==> src/rtl/rle_pkg.sv <==
// Shared types and defaults for the run-length packer.
// Used by rle_packer, rle_out_reg and rle_packer_if.
package rle_pkg;

    localparam int WIDTH_DEF = 8;
    localparam int CNT_W_DEF = 8;
    localparam int CNT_MAX   = (1 << CNT_W_DEF) - 1;

    typedef enum logic {
        IDLE = 1'b0,
        RUN  = 1'b1
    } rle_state_e;

endpackage

==> src/rtl/rle_packer_if.sv <==
// Symbol input stream plus run output stream of rle_packer.
// master = traffic source/sink side, slave = packer side.
interface rle_packer_if
    import rle_pkg::*;
#(
    parameter int WIDTH = WIDTH_DEF,
    parameter int CNT_W = CNT_W_DEF
);

    logic             in_valid;
    logic             in_ready;
    logic [WIDTH-1:0] data_in;
    logic             out_valid;
    logic             out_ready;
    logic [WIDTH-1:0] out_value;
    logic [CNT_W-1:0] out_count;

    modport master (
        output in_valid,
        output data_in,
        output out_ready,
        input  in_ready,
        input  out_valid,
        input  out_value,
        input  out_count
    );

    modport slave (
        input  in_valid,
        input  data_in,
        input  out_ready,
        output in_ready,
        output out_valid,
        output out_value,
        output out_count
    );

endinterface

==> src/rtl/rle_out_reg.sv <==
// Holding register for one completed run (value, count).
// A load in the same cycle as a transfer replaces it without a bubble.
module rle_out_reg
    import rle_pkg::*;
#(
    parameter int WIDTH = WIDTH_DEF,
    parameter int CNT_W = CNT_W_DEF
) (
    input  logic             clk_p,
    input  logic             rst_n,
    input  logic             load,
    input  logic [WIDTH-1:0] load_value,
    input  logic [CNT_W-1:0] load_count,
    input  logic             out_ready,
    output logic             out_valid,
    output logic [WIDTH-1:0] out_value,
    output logic [CNT_W-1:0] out_count
);

    // Capture a new run, or drop valid once the current one is taken.
    always_ff @(posedge clk_p or negedge rst_n) begin
        if (!rst_n) begin
            out_valid <= 1'b0;
            out_value <= '0;
            out_count <= '0;
        end else if (load) begin
            out_valid <= 1'b1;
            out_value <= load_value;
            out_count <= load_count;
        end else if (out_ready) begin
            out_valid <= 1'b0;
        end
    end

endmodule

==> src/rtl/rle_packer.sv <==
// Run-length packer: collapses equal consecutive symbols into (value, count).
// Optional flush input compiled in with RLE_FLUSH_EN.
module rle_packer
    import rle_pkg::*;
#(
    parameter int WIDTH = WIDTH_DEF,
    parameter int CNT_W = CNT_W_DEF
) (
    input  logic        clk_p,
    input  logic        rst_n,
`ifdef RLE_FLUSH_EN
    input  logic        flush,
`endif
    rle_packer_if.slave bus
);

    localparam logic [CNT_W-1:0] RUN_MAX = '1;
    localparam logic [CNT_W-1:0] ONE     = CNT_W'(1);

    rle_state_e       state;
    logic [WIDTH-1:0] run_val;
    logic [CNT_W-1:0] run_cnt;

    logic out_busy;
    logic flush_req;
    logic accept;
    logic run_break;
    logic beat_emit;
    logic flush_emit;
    logic emit;

`ifdef RLE_FLUSH_EN
    assign flush_req = flush;
`else
    assign flush_req = 1'b0;
`endif

    assign out_busy   = bus.out_valid && !bus.out_ready;
    assign bus.in_ready = !out_busy && !flush_req;
    assign accept     = bus.in_valid && bus.in_ready;
    assign run_break  = (bus.data_in != run_val) || (run_cnt == RUN_MAX);
    assign beat_emit  = accept && (state == RUN) && run_break;
    assign flush_emit = flush_req && (state == RUN) && !out_busy;
    assign emit       = beat_emit || flush_emit;

    // Run tracker: start, extend or restart the pending run.
    always_ff @(posedge clk_p or negedge rst_n) begin
        if (!rst_n) begin
            state   <= IDLE;
            run_val <= '0;
            run_cnt <= '0;
        end else if (flush_emit) begin
            state   <= IDLE;
            run_cnt <= '0;
        end else if (accept) begin
            unique case (state)
                IDLE: begin
                    state   <= RUN;
                    run_val <= bus.data_in;
                    run_cnt <= ONE;
                end
                RUN: begin
                    if (run_break) begin
                        run_val <= bus.data_in;
                        run_cnt <= ONE;
                    end else begin
                        run_cnt <= run_cnt + ONE;
                    end
                end
                default: state <= IDLE;
            endcase
        end
    end

    rle_out_reg #(
        .WIDTH (WIDTH),
        .CNT_W (CNT_W)
    ) u_out_reg (
        .clk_p      (clk_p),
        .rst_n      (rst_n),
        .load       (emit),
        .load_value (run_val),
        .load_count (run_cnt),
        .out_ready  (bus.out_ready),
        .out_valid  (bus.out_valid),
        .out_value  (bus.out_value),
        .out_count  (bus.out_count)
    );

endmodule

==> src/flat_wrapper.sv <==
// flat-port wrapper written by rule: the top's interface ports become plain ports
module rle_packer_flat import rle_pkg::*;
#(
    parameter int WIDTH = WIDTH_DEF,
    parameter int CNT_W = CNT_W_DEF
)
  (clk_p, rst_n, bus_in_valid, bus_data_in, bus_out_ready, bus_in_ready, bus_out_valid, bus_out_value, bus_out_count);
  rle_packer_if #(.WIDTH(WIDTH), .CNT_W(CNT_W)) bus_i ();
  input  logic clk_p;
  input  logic rst_n;
  input wire logic [$bits(bus_i.in_valid)-1:0] bus_in_valid;
  input wire logic [$bits(bus_i.data_in)-1:0] bus_data_in;
  input wire logic [$bits(bus_i.out_ready)-1:0] bus_out_ready;
  output wire logic [$bits(bus_i.in_ready)-1:0] bus_in_ready;
  output wire logic [$bits(bus_i.out_valid)-1:0] bus_out_valid;
  output wire logic [$bits(bus_i.out_value)-1:0] bus_out_value;
  output wire logic [$bits(bus_i.out_count)-1:0] bus_out_count;
  assign bus_i.in_valid = bus_in_valid;
  assign bus_i.data_in = bus_data_in;
  assign bus_i.out_ready = bus_out_ready;
  assign bus_in_ready = bus_i.in_ready;
  assign bus_out_valid = bus_i.out_valid;
  assign bus_out_value = bus_i.out_value;
  assign bus_out_count = bus_i.out_count;
  rle_packer #(.WIDTH(WIDTH), .CNT_W(CNT_W)) u_core (.clk_p(clk_p), .rst_n(rst_n), .bus(bus_i));
endmodule
==> config.mk <==
export PLATFORM = sky130hd
export DESIGN_NAME = rle_packer_flat
export DESIGN_NICKNAME = d
export VERILOG_FILES = /design/src/rtl/rle_pkg.sv /design/src/rtl/rle_packer_if.sv /design/src/rtl/rle_out_reg.sv /design/src/rtl/rle_packer.sv /design/src/flat_wrapper.sv
export SDC_FILE = /design/constraint.sdc
export NUM_CORES = 1
export LEC_CHECK = 0
export ABC_AREA = 0
export CAP_MARGIN = 20
export CORE_UTILIZATION = 51
export CTS_CLUSTER_SIZE = 12
export DETAILED_ROUTE_END_ITERATION = 10
export GPL_ROUTABILITY_DRIVEN = 0
export PLACE_DENSITY = 0.77
export SYNTH_ARGS = -nofsm -noshare
export SYNTH_HDL_FRONTEND = slang
export SYNTH_SLANG_ARGS = --single-unit
==> constraint.sdc <==
create_clock -name clk_p -period 2 [get_ports clk_p]
set_input_delay 0.4 -clock clk_p [delete_from_list [all_inputs] [get_ports clk_p]]
set_output_delay 0.4 -clock clk_p [all_outputs]
set_load 0.01 [all_outputs]
* Yosys cells after proc, flatten, opt, wreduce, memory -nomap -nowiden
Index checks and enable logic that the tools add are counted.
** Cells by class
- Multipliers :: 0
- Reduce and logical (&&, ||, !) cells :: 9
- Mux-type cells :: 6
- Magnitude comparators :: 0
- Shifts and indexed selects :: 0
- Eq/ne operators :: 3
- $add $sub $neg :: 1
- Bitwise operators :: 1
- Divide/modulo/power cells :: 0
** Operators by type and width (count)
- case mux 8 bit (2 select lines) :: 2
- two-way mux 8 bit :: 2
- adder 8 x 1 -> 8 bit (second input constant) :: 1
- equality test 8 bit (second input constant) :: 1
- != test 8 bit :: 1
- logical AND 1 bit :: 4
- logical NOT 1 bit :: 2
- two-way mux 1 bit :: 2
- != test 2 bit (second input constant) :: 1
- AND reduction 2 bit :: 1
- nonzero test 2 bit :: 1
- logical OR 1 bit :: 1
- NOT 1 bit :: 1
** Storage, ports and cells
- Register bits :: 34
- Bits in latches :: 0
- Memories kept :: 0
- Memory bits (read-only) :: 0
- Word-level logic and storage cells :: 26
- RAM bits :: 0

* Depth between registers and ports, before layout
- Word-level depth :: 7
- Gate-level depth with buffers :: 6

* Modules after synthesis
From an unflattened synthesis, not the netlist that was laid out.
** Unflattened totals
- Cells, all modules :: 114
- Area total of the unflattened synthesis :: 1585.3 um^2
** Modules (own cells, without submodules)
- rle_packer :: sequential area each 425.4 um^2, area an instance 902.1 um^2, cells an instance 77, instances 1
- rle_out_reg :: sequential area each 425.4 um^2, area an instance 683.2 um^2, cells an instance 37, instances 1

* Worst setup path after synthesis
Ideal clock, no wire load.
- Path type :: flip-flop to flip-flop
- Start point :: reg u_core.run_cnt[0]
- End point :: reg u_core.u_out_reg.out_count[5]
- Arrival :: 1663 ps
- Required time :: 1875 ps
- Clock period less this slack :: 1789 ps
- Cell stages (with the launch flop) :: 7
- Path slack :: 211 ps
- Path through :: dfrtp_1 > ha_1 > and2_1 > nand3_2 > a31oi_4 > buf_6 > mux2_4
** On the way
- Word-level cells in the longest chain between the ends :: 3
** Ends and longest elaborated chain
- start: declaration :: line rle_packer.sv:22 : logic [CNT_W-1:0] run_cnt;
- start signal: assignment :: line rle_packer.sv:67 : run_cnt <= run_cnt + ONE;
- equality test 8 bit :: line rle_packer.sv:41 : assign run_break = (bus.data_in != run_val) || (run_cnt == RUN_MAX);
- logical OR 1 bit :: line rle_packer.sv:41
- logical AND 1 bit :: line rle_packer.sv:42 : assign beat_emit = accept && (state == RUN) && run_break;
- end signal: assignment :: line rle_out_reg.sv:29 : out_count <= load_count;
- end: declaration :: line rle_out_reg.sv:17 : output logic [CNT_W-1:0] out_count
No other way between the ends.
A chain may end at the register's enable or synchronous reset.

* Final worst setup path
- Start point :: in bus_data_in[7]
- End point :: reg u_core.run_val[3]
** On the way
- Word-level cells in the longest chain between the ends :: 4
** Ends and longest elaborated chain
- start: declaration :: line flat_wrapper.sv:12 : input wire logic [$bits(bus_i.data_in)-1:0] bus_data_in;
- != test 8 bit :: line rle_packer.sv:41
- logical OR 1 bit :: line rle_packer.sv:41
- != test 2 bit (no line)
- AND reduction 2 bit (no line)
- end signal: assignment :: line rle_packer.sv:59 : run_val <= bus.data_in;
- end signal: assignment :: line rle_packer.sv:64 : run_val <= bus.data_in;
- end: declaration :: line rle_packer.sv:21 : logic [WIDTH-1:0] run_val;
No other way between the ends.

==> results.md <==
Timing:
- The post-layout worst setup margin is 0.0945 ns.
- The number of hold violations in the final report is 0.
- The tightest hold path in the finished design has a slack of 0.474 ns.
- At the pin with the least slew margin, the transition time is 0.423 ns.
- The normalized max-slew margin is 71.8%.
- The share of the clock period used by the worst path is 95.3%.
- The max-slew violation count is 0.
- Setup repair after global routing left no endpoint under its margin.
- The clock period could shrink to 1.91 ns.
- Setup total negative slack on the finished layout was measured at 0 ns.
- Timing would allow up to 525 MHz.
- Across the routed clock network, the largest skew measured is 0.00649 ns.
- Setup violations remaining at the end of the flow were counted as 0.

Run:
- The tool flagged a number of max-cap violations equal to 0.

Setup path:
- The worst setup path is captured at a register.
- The critical path is of the in2reg type.
- On the worst path, the slowest cell contributes a delay of 0.45 ns.
- The endpoint required time on the critical path is 2.22 ns.
- The type of element launching the critical path is an input port.
- The critical path goes through clkdlybuf4s50_1, xor2_1, nor4_4, a41oi_2, buf_4, mux2_4.
- In this run the worst path has a maximum fanout of 6.
- For this design, the slowest cell found on the critical path is sky130_fd_sc_hd__clkdlybuf4s50_1.
- For the worst setup path, the data arrival time is 2.13 ns.

Min path:
- The worst hold path belongs to the class in2async.

Pwr:
- The power density relative to cell area is 779 nW/um^2.
- The maximum vdd drop is 0.000366 V.
- For this design the static power due to leakage is 0.913 nW.
- The total power of the final layout is 1.62 mW.

GRT:
- Entering global routing, the biggest net connects 35 pins.
- The total overflow left after global routing is 0.
- In the global route stage, overall resource usage came out at 19.3%.
- The first global-routing pass estimated 4880 um of wire.
- The via count of the first global-routing pass is 1,071.
- The number of antenna violations at the first check in global routing is 0.

Placed design:
- The post-place setup slack is -0.261 ns.
- The detailed-placement wirelength estimate is 2100 um.
- After detailed placement, the total cell area comes to 2010 sq um.
- The number of I/O port buffers is 29.

Synth:
- In this run, distinct cell masters in the synthesized netlist total 26.
- After synthesis, the mean cell area works out to 13.8 sq um.
- The post-synthesis cell count is 117.
- Summed over all instances, the cell type with the most area after synthesis is sky130_fd_sc_hd__dfrtp_1.
- The number of nets handed over by synthesis was 130.
- The post-synthesis share of cell area spent on and, or, nand and nor gates is 12.3%.
- The share of synthesized cell area in full adder, half adder and majority cells is 0.773%.
- The mapped cell area is 1620 sq um.
- The xor/xnor cell area share of the yosys netlist is 6.49%.
- Ranked by total cell area, the synthesized netlist is headed by sky130_fd_sc_hd__dfrtp_1 53%, sky130_fd_sc_hd__mux2_4 14%, sky130_fd_sc_hd__xor2_1 6.5%.
- The fraction of the yosys area taken by sequential cells is 52.6%.
- The count of yosys warnings during synthesis is 0.
- The share of synthesized area in the top cell type comes to 52.6%.
- The proportion of synthesized area in mux cells is 20.2%.
- Summing the areas of all compound-gate instances in the mapped netlist gives 5.41% of the synthesized area.
- After synthesis the netlist holds a flip-flop and latch count of 34.
- The dominant combinational cell family by area after synthesis is multiplexers.

Clocking:
- The clock drives 34 sinks.
- After clock tree synthesis, the clock-pin slew on the worst setup and hold paths is 0.10 ns.
- TritonCTS built the clock tree.
- CTS built an H-tree with a depth of 2.
- The number of clock buffers added by TritonCTS is 5.
- The worst-skew pair later-pin latency is 0.33 ns.
- In this run the deepest clock path goes through 2 buffers.
- The master cell of the clock root buffer is sky130_fd_sc_hd__clkbuf_4.

Routing:
- For this block, the routed nets add up to 2890 um of wire.
- The DRC marker count from the first detailed-route iteration is 20.
- The count of nets left with antenna violations once routing finished came out at 0.
- The final routed DRC violation total is 0.
- Using the TritonRoute via totals, the vias-per-cell ratio works out to 5.20.
- The via total after detailed routing is 1,055.
- The first-pass iteration count of the detailed router is 4.
- The routed length per instance is 14.2 um.

Final layout:
- The number of diodes added for antenna fixing is 0.
- The proportion of layout cells with a drive suffix above 1 is 29.6%.
- The layout filler cell count is 225.
- The area of all sequential standard cells is 851 sq um.
- The post-route cell area is 2080 sq um.
- The area growth from synthesis to final layout is 28.2%.
- At the end of the flow, the number of nets in the layout was 171.
- Summing all multi-input logic gate instances after layout gives 733 sq um.

Die:
- The number of placement rows is 20.
- The full die area is 3400 sq um.
- The initial core utilization is 53.5%.
- The chip height is 58.3 um.
- In this run the count of I/O pins placed on the die edge is 30.
- The total area inside the core boundary comes to 3030 sq um.
- The die is 58.3 um wide.

Outcome:
- The run finished with clean final reports.
-- cell usage after synthesis (all sizes together) --
master and instances:
a41oi 1, a21oi 2, o21a 1, o21ba 1, nand2b 2, dfrtp 34, nor2 4, and3 2
a31oi 1, buf 2, clkbuf 2, nand4 5, nor4 2, o21ai 3, ha 1, mux2 24
nand3 6, and4 1, inv 2, a21o 1, xor2 12, and2 2, and4b 1, nand2 5
-- routing by layer --
metal | global-route usage [%] | up-vias | share of wire [%]
li1 | - | 497 | -
met3 | 5.27 | 5 | 4.7
met2 | 31.7 | 28 | 49
met1 | 24.6 | 525 | 45
met5 | 0 | - | 0
met4 | 7.14 | 0 | 1.2
-- cells by family (layout without fill, tap and decap cells) --
kind of cell,after synthesis,in the layout
adders and majority gates,1,1
DFF,34,34
AOI/OAI and AO/OA,10,10
buffers and inverters,6,48
muxes,24,24
xor gates and xnor gates,12,12
and+or+nand+nor,30,30
-- repair_timing --
action                                  4_1_cts  5_1_grt
endpoints found under the setup margin        1        2
hold buffers                                  0        0
setup buffers                                 0        1
gates resized for setup                       2        0
-- worst max-delay path: cells and delay by family --
kind | cells | cell delay [ns]
compound gates | 1 | 0.18
buf+inv | 2 | 0.65
mux | 1 | 0.30
simple gates | 1 | 0.41
xor+xnor | 1 | 0.18
-- layout make-up --
cell class	instances	area share [%]
clock buffers	7	2.65
clock inverters	1	0.241
inverters	2	0.362
multi-input cells	77	35.3
flip-flops and latches	34	41.0
well taps	44	2.65
repair buffers	38	17.8
-- cell usage in the layout (no fill, tap or decap) --
cell type / Yosys / routed
sky130_fd_sc_hd__o21ai_0: 3 / 3
sky130_fd_sc_hd__and4b_1: 1 / 1
sky130_fd_sc_hd__a31oi_4: 1 / 1
sky130_fd_sc_hd__mux2_4: 15 / 15
sky130_fd_sc_hd__dlygate4sd2_1: 0 / 1
sky130_fd_sc_hd__and3_1: 2 / 2
sky130_fd_sc_hd__nand2_1: 5 / 5
sky130_fd_sc_hd__clkdlybuf4s50_1: 0 / 28
sky130_fd_sc_hd__nor4_4: 2 / 2
sky130_fd_sc_hd__mux2_2: 9 / 9
sky130_fd_sc_hd__nand2b_1: 2 / 1
sky130_fd_sc_hd__nand2b_2: 0 / 1
sky130_fd_sc_hd__a21oi_1: 2 / 2
sky130_fd_sc_hd__xor2_1: 12 / 12
sky130_fd_sc_hd__a21o_1: 1 / 1
sky130_fd_sc_hd__o21a_1: 1 / 1
sky130_fd_sc_hd__clkbuf_8: 0 / 1
sky130_fd_sc_hd__dfrtp_1: 34 / 34
sky130_fd_sc_hd__clkbuf_1: 2 / 1
sky130_fd_sc_hd__buf_4: 0 / 8
sky130_fd_sc_hd__nand3_2: 1 / 1
sky130_fd_sc_hd__inv_1: 2 / 2
sky130_fd_sc_hd__and2_1: 2 / 2
sky130_fd_sc_hd__ha_1: 1 / 1
sky130_fd_sc_hd__nand4_1: 5 / 5
sky130_fd_sc_hd__buf_12: 0 / 1
sky130_fd_sc_hd__a41oi_2: 1 / 1
sky130_fd_sc_hd__clkbuf_4: 0 / 5
sky130_fd_sc_hd__o21ba_2: 1 / 1
sky130_fd_sc_hd__clkinv_2: 0 / 1
sky130_fd_sc_hd__nand3_1: 5 / 5
sky130_fd_sc_hd__nor2_1: 4 / 4
sky130_fd_sc_hd__and4_1: 1 / 1
-- worst paths after layout --
path	from	end	slack [ns]	cells past startpoint
max in group asynchronous	rst_n	u_core.u_out_reg.out_value[6]	1.22	2
min reg2reg	u_core.u_out_reg.out_value[7]	u_core.u_out_reg.out_value[7]	0.52	1
max reg2reg	u_core.run_cnt[0]	u_core.u_out_reg.out_count[0]	0.16	6
min in group clk_p	u_core.u_out_reg.out_value[7]	u_core.u_out_reg.out_value[7]	0.52	1
min	rst_n	u_core.u_out_reg.out_value[0]	0.47	2
max	bus_data_in[7]	u_core.run_val[3]	0.09	6
-- power by group --
group	leakage, nW	total, mW	internal, mW	switching (mW)
sequential	0.420	0.818	0.763	0.0548
combinational	0.457	0.408	0.251	0.157
clock	0.0353	0.391	0.170	0.220
total	0.913	1.62	1.18	0.432
-- through the flow --
stage          utilization [%]  cells
5_1_grt                   68.6    203
2_1_floorplan                -    117
3_5_place_dp              66.3    194
3_3_place_gp              66.3    194
4_1_cts                   68.3    202
6_report                  68.6    203
-- state kept, by name, indices dropped and copies added, names as in the netlist --
name and cells:
u_core.run_val 8, u_core.u_out_reg.out_count 8, u_core.state 1, u_core.run_cnt 8
u_core.u_out_reg.out_value 8, u_core.u_out_reg.out_valid 1
Note: power is estimated with default switching activity, not from simulation.
